--- src/rtl/aes_pkg.sv ---
// Shared AES constants, FSM state type and GF(2^8) multiply helpers built from xtime chains.
package aes_pkg;

  localparam logic [7:0] GF_POLY = 8'h1B;
  localparam int         COL_W   = 32;
  localparam int         BYTE_W  = 8;

  typedef enum logic [1:0] {
    IDLE = 2'd0,
    BUSY = 2'd1,
    DONE = 2'd2
  } state_t;

  function automatic logic [7:0] xtime(input logic [7:0] b);
    xtime = {b[6:0], 1'b0} ^ (b[7] ? GF_POLY : 8'h00);
  endfunction

  function automatic logic [7:0] gmul09(input logic [7:0] b);
    gmul09 = xtime(xtime(xtime(b))) ^ b;
  endfunction

  function automatic logic [7:0] gmul0b(input logic [7:0] b);
    gmul0b = xtime(xtime(xtime(b))) ^ xtime(b) ^ b;
  endfunction

  function automatic logic [7:0] gmul0d(input logic [7:0] b);
    gmul0d = xtime(xtime(xtime(b))) ^ xtime(xtime(b)) ^ b;
  endfunction

  function automatic logic [7:0] gmul0e(input logic [7:0] b);
    gmul0e = xtime(xtime(xtime(b))) ^ xtime(xtime(b)) ^ xtime(b);
  endfunction

endpackage

--- src/rtl/inv_mixer_col.sv ---
// Combinational InvMixColumns for one 32-bit column; byte 0 is the MSB byte.
import aes_pkg::*;

module inv_mixer_col (
  input  logic [COL_W-1:0] col,
  output logic [COL_W-1:0] res
);

  // Each output byte is a fixed GF(2^8) combination of the column rotated by r
  for (genvar r = 0; r < 4; r++) begin : g_byte
    assign res[COL_W-1-BYTE_W*r -: BYTE_W] =
        gmul0e(col[COL_W-1-BYTE_W*r           -: BYTE_W]) ^
        gmul0b(col[COL_W-1-BYTE_W*((r+1) % 4) -: BYTE_W]) ^
        gmul0d(col[COL_W-1-BYTE_W*((r+2) % 4) -: BYTE_W]) ^
        gmul09(col[COL_W-1-BYTE_W*((r+3) % 4) -: BYTE_W]);
  end

endmodule

--- src/rtl/inv_mix_col_seq.sv ---
// Iterative InvMixColumns engine: one column per clock through a shared column unit.
// Define INV_MIXCOL_DUAL_EN to process two columns per clock with two units.
import aes_pkg::*;

module inv_mix_col_seq #(
  parameter  int NUM_COLS = 8,
  parameter  int CNT_W    = 3,
  localparam int BLOCK_W  = COL_W * NUM_COLS
) (
  input  logic               clk,
  input  logic               rst_n,
  input  logic               in_valid,
  output logic               in_ready,
  input  logic [BLOCK_W-1:0] in_data,
  output logic               out_valid,
  input  logic               out_ready,
  output logic [BLOCK_W-1:0] out_data,
  output logic               busy
);

`ifdef INV_MIXCOL_DUAL_EN
  localparam int LANES = 2;
  if (NUM_COLS % 2 != 0) begin : g_odd_cols
    $error("inv_mix_col_seq: NUM_COLS must be even in the dual-unit build");
  end
`else
  localparam int LANES = 1;
`endif

  if ((1 << CNT_W) < NUM_COLS) begin : g_cnt_too_small
    $error("inv_mix_col_seq: CNT_W too narrow for NUM_COLS");
  end

  localparam int               STEP_W   = COL_W * LANES;
  localparam logic [CNT_W-1:0] CNT_LAST = CNT_W'(NUM_COLS / LANES - 1);

  state_t             state_r, state_s;
  logic [CNT_W-1:0]   cnt_r, cnt_s;
  logic [BLOCK_W-1:0] data_r, data_s;
  logic               out_valid_r, out_valid_s;
  logic [STEP_W-1:0]  mixed_s;

  // Top columns of the shift register feed the column units; results keep their order
  for (genvar l = 0; l < LANES; l++) begin : g_lane
    inv_mixer_col u_col (
      .col (data_r[BLOCK_W-1-COL_W*l -: COL_W]),
      .res (mixed_s[STEP_W-1-COL_W*l -: COL_W])
    );
  end

  // Next-state, counter and shift-register update
  always_comb begin
    state_s     = state_r;
    cnt_s       = cnt_r;
    data_s      = data_r;
    out_valid_s = out_valid_r;
    case (state_r)
      IDLE: begin
        if (in_valid) begin
          state_s = BUSY;
          cnt_s   = {CNT_W{1'b0}};
          data_s  = in_data;
        end else begin
          state_s = IDLE;
        end
      end
      BUSY: begin
        data_s = {data_r[BLOCK_W-STEP_W-1:0], mixed_s};
        cnt_s  = cnt_r + CNT_W'(1);
        if (cnt_r == CNT_LAST) begin
          state_s     = DONE;
          out_valid_s = 1'b1;
        end else begin
          state_s = BUSY;
        end
      end
      DONE: begin
        if (out_ready) begin
          state_s     = IDLE;
          out_valid_s = 1'b0;
        end else begin
          state_s = DONE;
        end
      end
      default: begin
        state_s     = IDLE;
        cnt_s       = {CNT_W{1'b0}};
        out_valid_s = 1'b0;
      end
    endcase
  end

  // State registers with synchronous active-low reset
  always_ff @(posedge clk) begin
    if (!rst_n) begin
      state_r     <= IDLE;
      cnt_r       <= {CNT_W{1'b0}};
      data_r      <= {BLOCK_W{1'b0}};
      out_valid_r <= 1'b0;
    end else begin
      state_r     <= state_s;
      cnt_r       <= cnt_s;
      data_r      <= data_s;
      out_valid_r <= out_valid_s;
    end
  end

  // in_ready is gated by rst_n so nothing is accepted during reset
  assign in_ready  = rst_n && (state_r == IDLE);
  assign busy      = (state_r == BUSY);
  assign out_valid = out_valid_r;
  assign out_data  = data_r;

endmodule

--- config.mk ---
export PLATFORM = sky130hd
export DESIGN_NAME = inv_mix_col_seq
export DESIGN_NICKNAME = d
export VERILOG_FILES = /design/src/rtl/aes_pkg.sv /design/src/rtl/inv_mixer_col.sv /design/src/rtl/inv_mix_col_seq.sv
export SDC_FILE = /design/constraint.sdc
export NUM_CORES = 1
export LEC_CHECK = 0
export ABC_CLOCK_PERIOD_IN_PS = 2500
export CAP_MARGIN = 30
export CORE_AREA = 2 2 205 207
export CTS_CLUSTER_SIZE = 24
export DETAILED_ROUTE_END_ITERATION = 10
export DIE_AREA = 0 0 207 209
export GPL_ROUTABILITY_DRIVEN = 0
export SKIP_LAST_GASP = 1
export SLEW_MARGIN = 20
export SYNTH_ARGS = -nofsm -noshare
export SYNTH_HDL_FRONTEND = slang
export SYNTH_SLANG_ARGS = --single-unit
--- constraint.sdc ---
create_clock -name clk -period 2.5 [get_ports clk]
set_input_delay 0.5 -clock clk [delete_from_list [all_inputs] [get_ports clk]]
set_output_delay 0.5 -clock clk [all_outputs]
set_load 0.03 [all_outputs]
==> flow_summary_export.csv <==
group,metric,value,unit
synthesis,netlist.area_leader.share,0.401,
route,wl_per_cell,25.0,um
global_routing,grt_max_degree,125,
placed_design,placed_cell_area,19200,um^2
sta,tightest_slew,0.684,ns
critical_path,crit_buf_inv,1,
global_routing,antenna_found_initial,3,
sta,fmax,407,MHz
floorplan,fp.dieH,209,um
cts,clockRootBuffer,"clkbuf_16",
synthesis,yosys.area.top_type,"dfxtp_1",
global_routing,grt_pass1_vias,13146,
critical_path,path_class,"flop to output port",
layout,num-nets-final,2256,
sta,period_needed,2.46,ns
global_routing,track_usage,0.280,
synthesis,synth.area.top_cells,"dfxtp_1 40%, o211a_1 10%, xnor2_1 7.8%",
synthesis,synthesis.nets,1772,
layout,fill_cells,3977,
power_and_ir_drop,p_leak,9.00,nW
layout,most-common-layout-cells,"514 x clkdlybuf4s50_1, 259 x dfxtp_1, 255 x nand2_1, 131 x o211a_1, 122 x nand3_1",
route,drt_iter0_markers,1421,
layout,area_growth,54.5,%
sta,finalMaxSlewViolations,0,
route,drcViolationCount,0,
layout,final_layout_size_suffix_gt1_frac,0.0768,
synthesis,synth_seq_area_share,0.401,
placed_design,dp_hpwl,49.0,mm
synthesis,synth_area,13100,um^2
critical_path,worstPathCellList,"clkdlybuf4s50_1",
cts,postCtsHoldBufs,0,
critical_path,slowest_delay,0.77,ns
critical_path,cpLargestDelayFamily,"buffers and inverters",
critical_path,end_kind,"output port",
power_and_ir_drop,power_density,858,nW/um^2
critical_path,slowest_stage,"clkdlybuf4s50_1",
route,first_pass_iters,10,
floorplan,die_w,207,um
synthesis,synth_cell_types,37,
layout,final_common_cell,"clkdlybuf4s50_1",
sta,skew,0.00884,ns
floorplan,fp-row-count,75,
global_routing,grt_overflow,0,
sta,fin_crit_sh,0.983,
critical_path,cp.arrival,1.96,ns
floorplan,start_util,0.317,
floorplan,pin_count,519,
cts,path_clk_slew,0.06,ns
placed_design,io_buffers,518,
cts,clk_latency,0.56,ns
worst_hold_path,hold_path_class,"input port to flop",
cts,post_cts_buffers,0,
sta,relSlewSlack,0.544,
cts,cts_tree,"built",
cts,cts_sinks,262,
sta,hold_viol,0,
critical_path,cp_max_fo,6,
synthesis,synth_cells,1510,
cts,h-tree-depth,1,
synthesis,synth-seq-cells,262,
cts,cts_made_buffers,31,
route,ant_nets,0,
outcome,status,"complete, no violations",
route,drt-total-wl,63.9,mm
route,vias,13623,
sta,tns,0,ns
route,avgViaCountPerCell,5.32,
cts,clk_path_buf_depth,3,
floorplan,die_area,43300,um^2
sta,rsz0062_at_grt,"false",
global_routing,grt_pass1_wl,91.0,mm
synthesis,ys_warn_count,0,
critical_path,startpoint_type,"flop",
layout,fin_area,20200,um^2
sta,setup_viol_count_final,0,
floorplan,core-area,41300,um^2
synthesis,avgSynthCellArea,8.66,um^2
critical_path,cp_data_required_time,2.00,ns
power_and_ir_drop,irDropWorstVdd,0.628,mV
job,cap_violations,0,
[tightest hold or removal path, cell delays in order]
cell and delay (ns):
clkbuf_8 0.24, o21ai_0 0.13, nor2_1 0.05
[where the power goes]
group          total (mW)  switching, mW  internal (mW)
sequential           5.37          0.686           4.68
combinational        7.35           3.94           3.41
clock                4.63           1.88           2.76
[path summary, 6_finish.rpt]
kind                                     from             to  slack, ns  cells past startpoint
worst max-delay path            out_data[227]  out_data[227]       0.04                      1
worst max register to register  out_data[237]   out_data[17]       0.16                      7
worst min register to register   out_data[61]   out_data[61]       0.52                      1
worst min-delay path                    rst_n  out_data[252]       0.40                      3
[sequential cells by signal, summed over array words and instances (netlist names)]
| signal | flops |
|---|---|
| cnt_r | 3 |
| state_r | 2 |
| out_valid | 1 |
| out_data | 256 |
[cell usage after synthesis (all sizes together)]
| cell | number |
|---|---|
| nor2b | 19 |
| xnor3 | 24 |
| inv | 1 |
| mux2 | 1 |
| a22oi | 2 |
| xor2 | 47 |
| dfxtp | 262 |
| o21ai | 105 |
| a22o | 2 |
| a222oi | 13 |
| or2 | 1 |
| ha | 2 |
| o211a | 131 |
| buf | 32 |
| nand2b | 2 |
| o31ai | 1 |
| o221ai | 2 |
| xnor2 | 121 |
| clkbuf | 115 |
| nor2 | 116 |
| a21oi | 6 |
| mux2i | 12 |
| xor3 | 4 |
| nand3 | 122 |
| o21a | 5 |
| o221a | 1 |
| a21boi | 2 |
| nand2 | 256 |
| o22ai | 103 |
[area by class of cell]
cell class / count / area, um^2 / share of cell area
diodes: 2 / 5.00 / 0.000248
repair buffers: 598 / 5960 / 0.295
flip-flops and latches: 262 / 5250 / 0.260
clock inverters: 10 / 116 / 0.00576
well taps: 539 / 674 / 0.0334
multi-input cells: 1100 / 7270 / 0.360
clock buffers: 47 / 926 / 0.0458
inverters: 1 / 6.26 / 0.000310
[logic make-up (layout without fill, tap and decap cells)]
family	after synthesis	count (layout)	share of synthesized area
compound gates	373	373	0.211
xor+xnor	196	196	0.167
fa+ha+maj	2	2	0.00191
buf+inv	148	656	0.0449
flops	262	262	0.401
mux	13	13	0.0100
other cells	0	2	0
simple gates	516	516	0.164
[repair_timing]
| action | CTS | global route |
|---|---|---|
| gates resized for setup | 2 | 2 |
| endpoints found under the setup margin | 2 | 2 |
| gates cloned | 0 | 0 |
[stage by stage]
step	worst slack [ns]	util	hold slack (ns)	power [mW]	std cells
after floorplan	0.104	-	0.489	9.61	1510
after global placement	0.105	0.464	0.507	12.6	2500
after detailed placement	0.145	0.464	0.511	12.7	2500
after CTS	0.000313	0.489	0.376	17.4	2557
after global routing	0.00911	0.490	0.400	18.0	2559
final	0.0417	0.490	0.397	17.3	2559
[layer usage]
metal / wire length [um] / GRT usage
met5: 11 / 0
met4: 2460 / 0.0970
met3: 5460 / 0.0636
met2: 29000 / 0.454
met1: 27000 / 0.368
Note: power is estimated with default switching activity, not from simulation.
